## src/rtl/datapath_sequencer_pkg.sv

```systemverilog
// Shared widths, opcode/ALU encodings and FSM state type for the datapath sequencer.
// Instruction layout: opcode | register field | immediate.
package datapath_sequencer_pkg;

    localparam int INSTRUCTION_WIDTH = 16;
    localparam int OPCODE_SIZE       = 4;
    localparam int REGFILE_ADDR_BITS = 4;
    localparam int IMMEDIATE_WIDTH   = 8;
    localparam int DATABUS_SIZE      = 16;
    localparam int ALU_CONTROL_SIZE  = 3;

    localparam logic [OPCODE_SIZE-1:0] OP_ADD  = 4'd0;
    localparam logic [OPCODE_SIZE-1:0] OP_SUB  = 4'd1;
    localparam logic [OPCODE_SIZE-1:0] OP_AND  = 4'd2;
    localparam logic [OPCODE_SIZE-1:0] OP_OR   = 4'd3;
    localparam logic [OPCODE_SIZE-1:0] OP_LOAD = 4'd8;
    localparam logic [OPCODE_SIZE-1:0] OP_NOP  = 4'd14;
    localparam logic [OPCODE_SIZE-1:0] OP_HALT = 4'd15;

    // ALU_NONE is what the datapath sees whenever no ALU operation is active.
    localparam logic [ALU_CONTROL_SIZE-1:0] ALU_NONE = 3'd0;
    localparam logic [ALU_CONTROL_SIZE-1:0] ALU_ADD  = 3'd1;
    localparam logic [ALU_CONTROL_SIZE-1:0] ALU_SUB  = 3'd2;
    localparam logic [ALU_CONTROL_SIZE-1:0] ALU_AND  = 3'd3;
    localparam logic [ALU_CONTROL_SIZE-1:0] ALU_OR   = 3'd4;

    typedef enum logic [2:0] {
        IDLE,
        FETCH,
        DECODE,
        EXEC,
        LOAD_WAIT,
        LOAD_WB,
        HALT,
        ERROR
    } state_t;

endpackage

```

## src/rtl/datapath_sequencer_alu_op_map.sv

```systemverilog
// Combinational translation from instruction opcode to ALU control code.
// is_alu flags the opcodes that execute through the ALU.
module alu_op_map
    import datapath_sequencer_pkg::*;
(
    input  logic [OPCODE_SIZE-1:0]      opcode,
    output logic [ALU_CONTROL_SIZE-1:0] alu_ctrl,
    output logic                        is_alu
);

    always_comb begin
        alu_ctrl = ALU_NONE;
        is_alu   = 1'b0;
        case (opcode)
            OP_ADD: begin alu_ctrl = ALU_ADD; is_alu = 1'b1; end
            OP_SUB: begin alu_ctrl = ALU_SUB; is_alu = 1'b1; end
            OP_AND: begin alu_ctrl = ALU_AND; is_alu = 1'b1; end
            OP_OR:  begin alu_ctrl = ALU_OR;  is_alu = 1'b1; end
            default: begin alu_ctrl = ALU_NONE; is_alu = 1'b0; end
        endcase
    end

endmodule

```

## src/rtl/datapath_sequencer.sv

```systemverilog
// Instruction sequencer: fetches, decodes and steps a datapath through ALU and load instructions.
// All handshake and datapath strobes are decoded from the current state, so reset clears them at once.
module datapath_sequencer
    import datapath_sequencer_pkg::*;
#(
    parameter int PC_WIDTH     = 8,
    parameter int LOAD_TIMEOUT = 15
) (
    input  logic                         clk,
    input  logic                         rst_n,
    input  logic                         start,
    output logic                         imem_req,
    output logic [PC_WIDTH-1:0]          imem_addr,
    input  logic                         imem_ack,
    input  logic [INSTRUCTION_WIDTH-1:0] imem_rdata,
    output logic                         dmem_req,
    output logic [IMMEDIATE_WIDTH-1:0]   dmem_addr,
    input  logic                         dmem_valid,
    input  logic [DATABUS_SIZE-1:0]      dmem_rdata,
    output logic [INSTRUCTION_WIDTH-1:0] instruction,
    output logic                         write_enable,
    output logic                         data_control,
    output logic [ALU_CONTROL_SIZE-1:0]  control,
    output logic [DATABUS_SIZE-1:0]      load_data,
    input  logic [3:0]                   alu_flags,
    output logic [3:0]                   flags_q,
    output logic                         busy,
    output logic                         halted,
    output logic                         error
);

    localparam int               TMO_W    = $clog2(LOAD_TIMEOUT + 1);
    localparam logic [TMO_W-1:0] TMO_LAST = TMO_W'(LOAD_TIMEOUT - 1);

    state_t                       state_q, state_d;
    logic [PC_WIDTH-1:0]          pc_q, pc_d;
    logic [INSTRUCTION_WIDTH-1:0] instr_q, instr_d;
    logic [DATABUS_SIZE-1:0]      load_data_q, load_data_d;
    logic [3:0]                   flags_d;
    logic [TMO_W-1:0]             tmo_q, tmo_d;
    logic [OPCODE_SIZE-1:0]       opcode;
    logic [ALU_CONTROL_SIZE-1:0]  alu_ctrl;
    logic                         is_alu;

    assign opcode      = instr_q[INSTRUCTION_WIDTH-1 -: OPCODE_SIZE];
    assign instruction = instr_q;
    assign load_data   = load_data_q;
    assign imem_addr   = pc_q;

    alu_op_map u_alu_op_map (
        .opcode   (opcode),
        .alu_ctrl (alu_ctrl),
        .is_alu   (is_alu)
    );

    always_ff @(posedge clk or negedge rst_n) begin
        if (!rst_n) begin
            state_q     <= IDLE;
            pc_q        <= '0;
            instr_q     <= '0;
            load_data_q <= '0;
            flags_q     <= '0;
            tmo_q       <= '0;
        end else begin
            state_q     <= state_d;
            pc_q        <= pc_d;
            instr_q     <= instr_d;
            load_data_q <= load_data_d;
            flags_q     <= flags_d;
            tmo_q       <= tmo_d;
        end
    end

    always_comb begin
        state_d      = state_q;
        pc_d         = pc_q;
        instr_d      = instr_q;
        load_data_d  = load_data_q;
        flags_d      = flags_q;
        tmo_d        = tmo_q;
        imem_req     = 1'b0;
        dmem_req     = 1'b0;
        dmem_addr    = '0;
        write_enable = 1'b0;
        data_control = 1'b0;
        control      = ALU_NONE;
        busy         = 1'b0;
        halted       = 1'b0;
        error        = 1'b0;

        case (state_q)
            IDLE: begin
                if (start) begin
                    state_d = FETCH;
                    pc_d    = '0;
                end
            end
            FETCH: begin
                busy     = 1'b1;
                imem_req = 1'b1;
                if (imem_ack) begin
                    instr_d = imem_rdata;
                    state_d = DECODE;
                end
            end
            DECODE: begin
                busy = 1'b1;
                if (is_alu) begin
                    state_d = EXEC;
                end else begin
                    case (opcode)
                        OP_LOAD: begin
                            state_d = LOAD_WAIT;
                            tmo_d   = '0;
                        end
                        OP_NOP: begin
                            state_d = FETCH;
                            pc_d    = pc_q + PC_WIDTH'(1);
                        end
                        OP_HALT: state_d = HALT;
                        default: state_d = ERROR;
                    endcase
                end
            end
            EXEC: begin
                busy         = 1'b1;
                write_enable = 1'b1;
                control      = alu_ctrl;
                flags_d      = alu_flags;
                state_d      = FETCH;
                pc_d         = pc_q + PC_WIDTH'(1);
            end
            // A valid on the last allowed cycle is checked before the timeout.
            LOAD_WAIT: begin
                busy      = 1'b1;
                dmem_req  = 1'b1;
                dmem_addr = instr_q[IMMEDIATE_WIDTH-1:0];
                if (dmem_valid) begin
                    load_data_d = dmem_rdata;
                    state_d     = LOAD_WB;
                end else if (tmo_q == TMO_LAST) begin
                    state_d = ERROR;
                end else begin
                    tmo_d = tmo_q + TMO_W'(1);
                end
            end
            LOAD_WB: begin
                busy         = 1'b1;
                write_enable = 1'b1;
                data_control = 1'b1;
                state_d      = FETCH;
                pc_d         = pc_q + PC_WIDTH'(1);
            end
            HALT: begin
                halted = 1'b1;
                if (start) begin
                    state_d = FETCH;
                    pc_d    = '0;
                    flags_d = '0;
                end
            end
            ERROR: begin
                error = 1'b1;
            end
            default: state_d = ERROR;
        endcase
    end

endmodule

```

## config.mk

```make
export PLATFORM = sky130hd
export DESIGN_NAME = datapath_sequencer
export DESIGN_NICKNAME = d
export VERILOG_FILES = /design/src/rtl/datapath_sequencer_pkg.sv /design/src/rtl/datapath_sequencer_alu_op_map.sv /design/src/rtl/datapath_sequencer.sv
export SDC_FILE = /design/constraint.sdc
export NUM_CORES = 1
export LEC_CHECK = 0
export CAP_MARGIN = 10
export CORE_AREA = 10 10 86 88
export DETAILED_ROUTE_END_ITERATION = 7
export DIE_AREA = 0 0 96 98
export PLACE_DENSITY = 0.92
export SYNTH_ARGS = -nofsm -noshare
export SYNTH_HDL_FRONTEND = slang
export SYNTH_SLANG_ARGS = --single-unit
```

## constraint.sdc

```tcl
create_clock -name clk -period 4.3 [get_ports clk]
set_input_delay 0.43 -clock clk [delete_from_list [all_inputs] [get_ports clk]]
set_output_delay 0.43 -clock clk [all_outputs]
set_load 0.1 [all_outputs]
```

==> results by stage, run 1 <==
Critical path:
- The top fanout value on the critical path is 22.
- The startpoint type of the worst setup path is a flop.
- The data required time of the critical path is slightly below 4000 ps.
- The worst register-to-register path has a setup slack of 1540 ps.
- The type of the setup path with the least slack is flop to primary output.
- The arrival time of the worst setup path is 2770 ps.
- The endpoint kind of the worst setup timing path is a primary output.

STA:
- The worst clock skew is between 10 and 15 ps.
- The transition at the pin with the smallest max-transition slack is 1000 ps.
- The count of pins over their slew limit is 0.
- Setup violations remaining at the end of the flow were counted as 0.
- The number of hold violations in the final report is 0.
- The maximum clock frequency is around 310 MHz.
- Adding up every negative setup slack in the final design gives 0 ps.
- The worst path in the final design needs a cycle of 3200 ps, including I/O delays and setup.
- Setup repair after global routing left no endpoint under its margin.
- The final critical-path share of the clock period is about three quarters.
- Headroom to the max-slew limit came out at roughly 33%.
- The final hold slack is between 200 and 250 ps.

GRT:
- The global-route wire length before repair is 11200 um.
- The number of global-route vias before repair is 2228.
- The maximum number of pins on one net before global-route repair is 52.
- The number of antenna violations at the first check in global routing is 0.
- The total routing usage reported by global routing is 14.7%.
- The total grt overflow is 0.

Die:
- The die extent in y is 98 um.
- Once the floorplan was initialized, standard cells occupied 44.0% of the core.
- The core area is 5750 um2.
- The die covers roughly 9400 um2.
- In this run the horizontal extent of the chip is 96 um.
- The number of rows in the core area is 28.
- The number of placed I/O pins is 103.

Detailed routing:
- The via count normalized by instance count is 5.20.
- The routed wirelength normalized by instance count is 17.2 um.
- The DRC violation count after routing is 0.
- The first-pass detailed-route iteration total is 4.
- Once detail routing completed, the nets flagged for antenna violations numbered 0.
- The first routing iteration left 114 violations.
- After detailed routing, the total wire length is 6790 um.
- The vias after detailed routing is 2053.

CTS:
- The TritonCTS clock tree is built.
- The clock transition at the registers of the reported paths is 90 ps.
- The H-tree was split into 2 levels.
- The number of setup buffers added after CTS is 0.
- Counting every sink on the clock net gives 51.
- In this run, post-CTS repair resized a total of 0 instances.
- After clock tree synthesis, the flow added hold-fix buffers numbering 0.
- Buffers inserted during clock tree synthesis total 5.
- The clock insertion delay at the later pin of the skew report is ~300 ps.
- In this run the deepest clock path goes through 2 buffers.
- The buffer type at the clock tree root is sky130_fd_sc_hd__clkbuf_8.

Placement:
- The count of buffers from port buffering is 102.
- The number of cells after detailed placement is 387.
- The post-DP HPWL is 5110 um.
- Routability-driven placement finished with a final weighted congestion of slightly above 0.8.

Logic synthesis:
- The adder-cell area share of the yosys netlist is 1.48%.
- The net count of the mapped netlist is ~270.
- The share of flip-flops with an asynchronous set or reset is 100%.
- The share of synthesized cell area in and, or, nand and nor gates is between 10% and 20%.
- The count of synthesis-stage warnings from yosys is 0.
- The synthesized netlist devotes 12.9% of its cell area to compound gates.
- The post-synthesis xor/xnor area fraction is 0.692%.
- The total of flip-flops plus latches after synthesis is slightly above 50.
- Averaged over all synthesized cells, the footprint is 11.3 um2.
- The unique cell type count in the Yosys netlist is 45.
- Yosys mapped a number of flops with a built-in enable equal to 0.
- The summed instance area of the synthesized netlist is 2530 um2.
- The synthesized instance count is 224.
- The post-synthesis sequential area ratio is a little over 50%.
- The prevailing post-synth register cell is sky130_fd_sc_hd__dfrtp_1.
- The largest family of logic cells by synthesized area is simple AND/OR/NAND/NOR gates.
- Of the post-synthesis cell area, the part taken by muxes is 14.7%.

Final layout:
- In the final layout, flip-flops and latches occupy 1280 um2.
- Measured on the finished design, the core utilization comes to 63.2%.
- 0 antenna diodes ended up in the layout.
- The fill cell instance count of the final layout is about 480.
- The multi-input combinational cells in the finished layout cover a total of 1140 um2.
- The layout cell share with drive strength beyond 1 is 19.7%.
- The number of nets in the finished design is between 300 and 400.
- Compared with the post-synthesis result, the final layout area differs by 43.6%.
- The final non-filler cell total is 395.

Job:
- The count of maximum capacitance violations is 0.

Run status:
- The flow ran to the end, and the final reports show no timing, DRC or antenna violations.

Hold path:
- The path class of the tightest hold or removal check is input port to async pin.
## cell type report
class                      count  area share (%)
tap                           75            2.58
timing repair buffer         103            27.3
clock inverter                 3            1.21
inverter                       5           0.517
multi-input combinational    153            31.4
clock buffer                   5            1.89
sequential                    51            35.1
## cell usage after synthesis (4+ instances only)
master / count / area (um2)
sky130_fd_sc_hd__a21boi_0: 6 / 45.0
sky130_fd_sc_hd__nor2_1: 10 / 37.5
sky130_fd_sc_hd__inv_1: 5 / 18.8
sky130_fd_sc_hd__mux2_2: 33 / 372
sky130_fd_sc_hd__buf_2: 4 / 20.0
sky130_fd_sc_hd__and3_1: 13 / 81.3
sky130_fd_sc_hd__a21oi_1: 9 / 45.0
sky130_fd_sc_hd__nor3_1: 4 / 20.0
sky130_fd_sc_hd__o22ai_1: 4 / 25.0
sky130_fd_sc_hd__clkbuf_1: 4 / 15.0
sky130_fd_sc_hd__dfrtp_1: 51 / 1280
sky130_fd_sc_hd__and2_1: 4 / 25.0
sky130_fd_sc_hd__nand2_1: 18 / 67.6
sky130_fd_sc_hd__o21ai_0: 11 / 55.1
sky130_fd_sc_hd__buf_4: 5 / 37.5
sky130_fd_sc_hd__o22a_1: 6 / 52.6
## kinds of logic (layout without fill, tap and decap cells)
group,Yosys count,in the layout
adder cells (fa/ha/maj),3,3
AO/OA/AOI/OAI,47,47
buffers and inverters,20,116
multiplexers,33,33
AND/OR/NAND/NOR,68,68
XOR/XNOR,2,2
flip-flops,51,51
## critical path, cell delays in order, from the launching register on
cell                              delay [ps]
sky130_fd_sc_hd__dfrtp_1                 750
sky130_fd_sc_hd__or3b_4                  470
sky130_fd_sc_hd__inv_1                   100
sky130_fd_sc_hd__clkdlybuf4s50_1        1140
## sequential cells by signal, summed over array words and instances, names as in the netlist
name and cells:
tmo_q 4, instruction 16, load_data 16, state_q 3, flags_q 4, imem_addr 8
## path summary, 6_finish.rpt
check | from | to | depth (start not counted)
setup / recovery | state_q[2] | dmem_req | 3
min in group clk | instruction[8] | instruction[8] | 1
max in group asynchronous | rst_n | load_data[15] | 2
setup reg to reg | state_q[2] | load_data[0] | 3
hold / removal | rst_n | tmo_q[1] | 2
hold reg to reg | instruction[8] | instruction[8] | 1
## metrics by stage
| step | area [um2] | worst slack, ps |
|---|---|---|
| final | 3630 | 1100 |
| after global routing | 3630 | 899 |
| after CTS | 3630 | 1080 |
| after detailed placement | 3520 | 1410 |
| after global placement | 3520 | 1500 |
| after floorplan | 2530 | 624 |
## routing by layer
| layer | track usage, % | wire [um] | part of all wire [%] |
|---|---|---|---|
| met5 | 0 | 0 | 0 |
| met3 | 7.43 | 738 | 11 |
| met4 | 3.86 | 73 | 1.1 |
| met2 | 24.8 | 3410 | 50 |
| met1 | 15.6 | 2560 | 38 |
## layout by cell type, fill, tap and decap left out, types with 2 or more instances in the layout
| cell | count |
|---|---|
| sky130_fd_sc_hd__o22ai_1 | 4 |
| sky130_fd_sc_hd__mux2_2 | 33 |
| sky130_fd_sc_hd__nand2_1 | 18 |
| sky130_fd_sc_hd__clkbuf_8 | 5 |
| sky130_fd_sc_hd__o22a_1 | 6 |
| sky130_fd_sc_hd__a21boi_0 | 6 |
| sky130_fd_sc_hd__and3_1 | 13 |
| sky130_fd_sc_hd__buf_4 | 14 |
| sky130_fd_sc_hd__nand3_1 | 3 |
| sky130_fd_sc_hd__dfrtp_1 | 51 |
| sky130_fd_sc_hd__nor2_1 | 10 |
| sky130_fd_sc_hd__and2_1 | 4 |
| sky130_fd_sc_hd__o21ai_0 | 11 |
| sky130_fd_sc_hd__nand3b_1 | 2 |
| sky130_fd_sc_hd__a21oi_1 | 9 |
| sky130_fd_sc_hd__o211ai_1 | 2 |
| sky130_fd_sc_hd__ha_1 | 3 |
| sky130_fd_sc_hd__nor3_1 | 4 |
| sky130_fd_sc_hd__nor4b_1 | 2 |
| sky130_fd_sc_hd__inv_1 | 5 |
| sky130_fd_sc_hd__clkdlybuf4s50_1 | 88 |
Power of run 1 is not shown: default switching activity piles up to over one toggle a cycle in this logic, so the estimate is an artifact.
==> inputs of run 2 (changes only) <==
--- a/config.mk
+++ b/config.mk
@@ -6,10 +6,10 @@
 export NUM_CORES = 1
 export LEC_CHECK = 0
 export CAP_MARGIN = 10
-export CORE_AREA = 10 10 86 88
+export CORE_AREA = 10 10 88 90
 export DETAILED_ROUTE_END_ITERATION = 7
-export DIE_AREA = 0 0 96 98
-export PLACE_DENSITY = 0.92
+export DIE_AREA = 0 0 98 100
+export PLACE_DENSITY = 0.89
 export SYNTH_ARGS = -nofsm -noshare
 export SYNTH_HDL_FRONTEND = slang
 export SYNTH_SLANG_ARGS = --single-unit
==> constraint.sdc (replaced) <==
create_clock -name clk -period 3.34 [get_ports clk]
set_input_delay 0.334 -clock clk [delete_from_list [all_inputs] [get_ports clk]]
set_output_delay 0.334 -clock clk [all_outputs]
set_load 0.1 [all_outputs]
==> run 2 against run 1 <==
  * Global-route usage down 1.6 points
  * Die area up 4.2%
  * Setup slack worse by 370 ps
  * Sequential share of layout area fell by 0.43 points
==> results by stage, run 2 (synthesis gave the netlist of run 1 again) <==
GRT:
- The global-route wire length before repair is 10900 um (-2.7%).
- The total grt overflow is 0 (unchanged).
- The maximum number of pins on one net before global-route repair is 52 (unchanged).
- The number of global-route vias before repair is 2175 (-2.4%).
- The number of antenna violations at the first check in global routing is 0 (unchanged).
- The total routing usage reported by global routing came to 13.0% (-1.6 points).

Die:
- The number of rows in the core area is 29 (+3.6%).
- The number of placed I/O pins is 103 (unchanged).
- The core area is 6130 um2 (+6.7%).
- The overall die area is 9800 um2 (+4.2%).
- The starting density of the core is 41.3% (-2.8 points).
- The floorplan die width was 98 um (+2.1%).
- The die extent in y is 100 um (+2.0%).

CTS:
- The count of cells resized by post-cts repair is 0 (unchanged).
- The number of clock sinks is 51 (unchanged).
- The number of buffers inserted during clock tree synthesis is 5 (unchanged).
- The clock insertion delay at the later pin of the skew report is 290 ps (about the same).
- The maximum clock path buffer count was 2 (unchanged).
- The clock transition at the registers of the reported paths was 90 ps (about the same).
- The buffer type at the clock tree root is sky130_fd_sc_hd__clkbuf_8.
- TritonCTS built the clock tree.
- The number of H-tree levels came to 2 (unchanged).
- The number of setup buffers added after CTS was 0 (unchanged).
- The hold buffer count at cts is 0 (unchanged).

STA:
- The transition at the pin with the smallest max-transition slack is 1010 ps (+1.29 ps).
- The relative slew slack is 32.8% (-0.086 points).
- The maximum clock frequency is ~380 MHz.
- The count of endpoints failing setup in the final report is 0 (unchanged).
- The final critical-path share of the clock period is 78.3%.
- Setup repair after global routing left no endpoint under its margin.
- The worst clock skew is 5.30 ps (-5.69 ps).
- The total negative slack is 0 ps (unchanged).
- The final critical delay including setup and external delays is 2610 ps.
- The number of hold violations in the final report was 0 (unchanged).
- The count of pins over their slew limit was 0 (unchanged).

Critical path:
- The length in cells of the worst reg-to-reg path was 4 (+1).
- The number of buffers and inverters on the critical path was 1 (-1).
- Among all stages on the critical path, the largest delay is contributed by sky130_fd_sc_hd__dfrtp_1.
- The critical path ends at control[1].
- In this run the critical register-to-register path is launched from state_q[0].
- The launch point of the critical path is state_q[2].
- The type of the setup path with the least slack is flop to primary output.
- The arrival time of the worst setup path was 2280 ps (-490 ps).
- The reg-to-reg setup timing slack is 970 ps (-570 ps).
- The data required time of the critical path was 3010 ps (-860 ps).
- The critical path goes through and2b_1, nand2_1, or3_1, nor2_1, buf_4.
- The startpoint type of the worst setup path is a flop.
- The kind of cell adding the most delay to the critical path is simple AND/OR/NAND/NOR gates.
- In this run the critical register-to-register path is captured at instruction[1].
- The total stage count of the critical path came to 5 (+2).
- The stage delay of the slowest cell on the critical path is 620 ps (-520 ps).
- The top fanout value on the critical path is 22 (unchanged).
- The worst setup path is captured at a primary output.

Final layout:
- Leaving out fill and tap cells, the most frequent cell in the layout is sky130_fd_sc_hd__clkdlybuf4s50_1.
- In the layout the commonest cells are 81 x sky130_fd_sc_hd__clkdlybuf4s50_1, 51 x sky130_fd_sc_hd__dfrtp_1, 33 x sky130_fd_sc_hd__mux2_2.
- The layout overhead on the synthesized area is 45.4%.
- The layout cell share with drive strength beyond 1 is 22.4% (+2.7 points).
- The number of nets in the finished design is 365 (+0.55%).
- The number of diodes added for antenna fixing is 0 (unchanged).

Detailed routing:
- The vias after detailed routing is 2094 (+2.0%).
- The routed wirelength normalized by instance count was 16.7 um (-2.9%).
- The via count normalized by instance count is 5.25 (+0.97%).
- The initial DRC count is 100 (-12%).
- The first-pass detailed-route iteration total came to 4 (unchanged).
- The wire length after detailed routing came to 6660 um (-1.9%).
- The DRC violation count after routing came to 0 (unchanged).
- The number of nets with antenna violations after routing is 0 (unchanged).

Placement:
- The final RePlAce weighted congestion is 0.829 (+1.5%).
- The post-DP HPWL came to 5210 um (+1.9%).
- The count of buffers from port buffering is 102 (unchanged).

Run status:
- The run finished with clean final reports.

Hold path:
- The type of the tightest min-delay check is input port to async pin.

Job:
- The count of maximum capacitance violations came to 0 (unchanged).
==> run 2: cell count changes in the layout (fill, tap and decap cells not counted), sizes merged <==
cell	before	now
dlygate4sd3	0	1
buf	15	23
clkdlybuf4s50	88	81
==> run 2: metrics by stage <==
step	std cells	setup WS [ps]	cell area, um2	hold slack (ps)	utilization (%)
final	399	726	3680	454	60.0
after global routing	399	549	3680	479	60.0
after CTS	397	726	3650	293	59.5
after detailed placement	389	974	3530	496	57.6
after global placement	389	974	3530	490	57.6
after floorplan	224	275	2530	38.4	-
==> run 2: per-layer routing <==
layer | vias to the layer above | GRT usage (%) | share of wire (%)
met3 | 5 | 5.22 | 8.3
met4 | 0 | 2.01 | 0.51
met5 | - | 0 | 0
met1 | 1022 | 14.2 | 38
li1 | 999 | - | -
met2 | 68 | 23.6 | 53
==> run 2: area by class of cell <==
| cell class | instances | area [um2] |
|---|---|---|
| clock inverters | 3 | 43.8 |
| multi-input cells | 153 | 1140 |
| repair buffers | 105 | 1030 |
| clock buffers | 5 | 68.8 |
| well taps | 77 | 96.3 |
| inverters | 5 | 18.8 |
| fillers | 501 | 2450 |
| flip-flops and latches | 51 | 1280 |
==> run 2: worst min path at each step <==
stage,start,end,cells after the start
6_report,rst_n,tmo_q[1],2
5_1_grt,rst_n,flags_q[2],2
4_1_cts,rst_n,load_data[1],1
3_5_place_dp,load_data[12],load_data[12],1
3_3_place_gp,instruction[11],instruction[11],1
2_1_floorplan,rst_n,flags_q[0],0
Power of run 2 is left out for the same reason.
==> inputs of run 3 (changes only) <==
==> constraint.sdc (replaced) <==
create_clock -name clk -period 2.74 [get_ports clk]
set_input_delay 0.274 -clock clk [delete_from_list [all_inputs] [get_ports clk]]
set_output_delay 0.274 -clock clk [all_outputs]
set_load 0.1 [all_outputs]
==> run 3 against run 2 <==
  * Count of clock-buffer cells in the layout is 1 higher
  * Clock skew increased by 0.93 ps
  * Critical endpoint unchanged
  * Highest routed layer unchanged
  * Largest cell class unchanged
  * Final area is 0.71% higher
  * Via count grew 2.1%
==> results by stage, run 3 (synthesis gave the netlist of run 1 again) <==
Run status:
- The flow ran to the end, and the final reports show no timing, DRC or antenna violations.

CTS:
- The hold buffer count at cts is 0 (unchanged).
- The count of cells resized by post-cts repair came to 0 (unchanged).
- The number of buffers inserted during clock tree synthesis is 5 (unchanged).
- The number of clock sinks is 51 (unchanged).
- The tree is rooted in a sky130_fd_sc_hd__clkbuf_8.
- The clock transition at the registers of the reported paths is 90 ps (about the same).
- The number of H-tree levels is 2 (unchanged).
- The TritonCTS clock tree is built.
- The maximum clock path buffer count is 2 (unchanged).
- The number of setup buffers added after CTS is 0 (unchanged).
- The clock insertion delay at the later pin of the skew report is 300 ps (about the same).

GRT:
- The number of global-route vias before repair is 2295 (+5.5%).
- The total routing usage reported by global routing is 13.8% (+0.74 points).
- The total grt overflow is 0 (unchanged).
- The number of antenna violations at the first check in global routing is 0 (unchanged).
- The maximum number of pins on one net before global-route repair came to 38 (-27%).
- The global-route wire length before repair is 11300 um (+3.7%).

Placement:
- The instance area after placement is 3620 um2 (+2.4%).
- The final RePlAce weighted congestion is 0.796 (-4.0%).
- The post-DP HPWL was 5560 um (+6.8%).
- The count of buffers from port buffering is 102 (unchanged).
- The placement-stage worst setup slack came to 597 ps (-377 ps).

STA:
- The worst clock skew is 6.22 ps (+0.930 ps).
- The final critical-path share of the clock period is between 80% and 90%.
- The count of pins over their slew limit is 0 (unchanged).
- Based on the critical path, the design can be clocked at up to 411 MHz.
- Setup repair after global routing left no endpoint under its margin.
- The relative slew slack is 44.0% (+11 points).
- The transition at the pin with the smallest max-transition slack is 840 ps (-165 ps).
- The number of hold violations in the final report is 0 (unchanged).
- The post-route worst setup slack is 306 ps (-420 ps).
- The count of endpoints failing setup in the final report came to 0 (unchanged).
- The worst path needs 2430 ps of the cycle, external delays included.

Job:
- The count of maximum capacitance violations came to 0 (unchanged).

Critical path:
- The type of the setup path with the least slack is flop to primary output.
- The critical-path cell with the highest stage delay is sky130_fd_sc_hd__dfrtp_1.
- The length in cells of the worst reg-to-reg path is 6 (+2).
- The total stage count of the critical path is 4 (-1).
- Walking the worst path, the cells encountered are nand2_1, or3_1, nor2_1, buf_12.
- The number of buffers and inverters on the critical path was 1 (unchanged).
- The startpoint type of the worst setup path is a flop.
- The endpoint kind of the worst setup timing path is a primary output.
- Broken down by cell family, the worst path's largest delay share belongs to simple AND/OR/NAND/NOR gates.
- The arrival time of the worst setup path is 2160 ps (-120 ps).
- The top fanout value on the critical path is 16 (-27%).
- The stage delay of the slowest cell on the critical path is 670 ps (+50 ps).
- The data required time of the critical path is 2470 ps (-540 ps).

Final layout:
- In the layout the commonest cells are 56 x sky130_fd_sc_hd__buf_4, 51 x sky130_fd_sc_hd__dfrtp_1, 39 x sky130_fd_sc_hd__clkdlybuf4s50_1.
- The number of nets in the finished design is 369 (+1.1%).
- From synthesis to final layout, the design area changed by 46.4%.
- The layout cell share with drive strength beyond 1 is 36.2% (+14 points).
- The most common library cell in the layout ignoring fill and taps is sky130_fd_sc_hd__buf_4.
- The fill cell instance count of the final layout is 513 (+2.4%).
- The final standard cell area without fillers is 3700 um2 (+0.71%).
- The end-of-flow core utilization is 60.4% (+0.43 points).
- The number of diodes added for antenna fixing is 0 (unchanged).

Die:
- The overall die area is 9800 um2 (unchanged).
- The core area came to 6130 um2 (unchanged).
- The floorplan die width is 98 um (unchanged).
- The starting density of the core is 41.3% (unchanged).
- The number of rows in the core area was 29 (unchanged).
- The die extent in y is 100 um (unchanged).
- The number of placed I/O pins is 103 (unchanged).

Detailed routing:
- The DRC violation count after routing is 0 (unchanged).
- The initial DRC count is 79 (-21%).
- The first-pass detailed-route iteration total is 4 (unchanged).
- The routed wirelength normalized by instance count was 17.4 um (+4.0%).
- The number of nets with antenna violations after routing is 0 (unchanged).
- The vias after detailed routing is 2137 (+2.1%).
- The wire length after detailed routing is 6990 um (+5.0%).
- The via count normalized by instance count was 5.30 (+1.0%).

Hold path:
- The type of the tightest min-delay check is input port to async pin.
==> run 3: cell count changes in the layout (fill, tap and decap cells not counted) <==
cell,delta
sky130_fd_sc_hd__clkdlybuf4s50_1,-42
sky130_fd_sc_hd__buf_4,+37
sky130_fd_sc_hd__clkbuf_1,+1
sky130_fd_sc_hd__clkinvlp_4,+1
sky130_fd_sc_hd__buf_12,+10
sky130_fd_sc_hd__bufinv_16,-1
sky130_fd_sc_hd__dlygate4sd3_1,-1
sky130_fd_sc_hd__nor3_2,-1
sky130_fd_sc_hd__nor3_4,+1
sky130_fd_sc_hd__clkinv_4,-1
==> run 3: cell type report <==
| cell class | count | area [um2] | area share, % |
|---|---|---|---|
| multi-input cells | 153 | 1150 | 31.1 |
| flip-flops and latches | 51 | 1280 | 34.5 |
| repair buffers | 109 | 1080 | 29.1 |
| clock buffers | 6 | 72.6 | 1.96 |
| inverters | 5 | 18.8 | 0.507 |
| well taps | 77 | 96.3 | 2.60 |
| clock inverters | 2 | 12.5 | 0.338 |
==> run 3: final timing paths <==
| check | end | slack, ps | from |
|---|---|---|---|
| setup / recovery | control[1] | 310 | state_q[0] |
| hold reg to reg | load_data[1] | 520 | load_data[1] |
| hold / removal | imem_addr[2] | 70 | rst_n |
| setup reg to reg | load_data[4] | 600 | state_q[2] |
| max in group asynchronous | load_data[5] | 1940 | rst_n |
| min in group clk | load_data[1] | 520 | load_data[1] |
==> run 3: layer usage <==
metal / vias to the layer above / track usage [%] / share of wire (%)
met3: 9 / 5.22 / 7.9
met5: - / 0 / 0
met2: 72 / 25.2 / 54
li1: 1006 / - / -
met4: 0 / 4.14 / 1.4
met1: 1050 / 14.3 / 37
==> run 3: worst register-to-register path, delay by kind of cell, from the launching register on <==
kind | cells | cell delay [ps]
buffers and inverters | 3 | 720
DFF | 1 | 490
muxes | 1 | 380
and+or+nand+nor | 2 | 450
==> run 3: through the flow <==
stage	hold WS [ps]	TNS, ps	instances
finish	71.7	0	403
global route	128	0	403
CTS	87.9	0	403
detailed placement	419	0	395
global placement	421	0	395
floorplan	-21.6	-780	224
Power of run 3 is left out for the same reason.
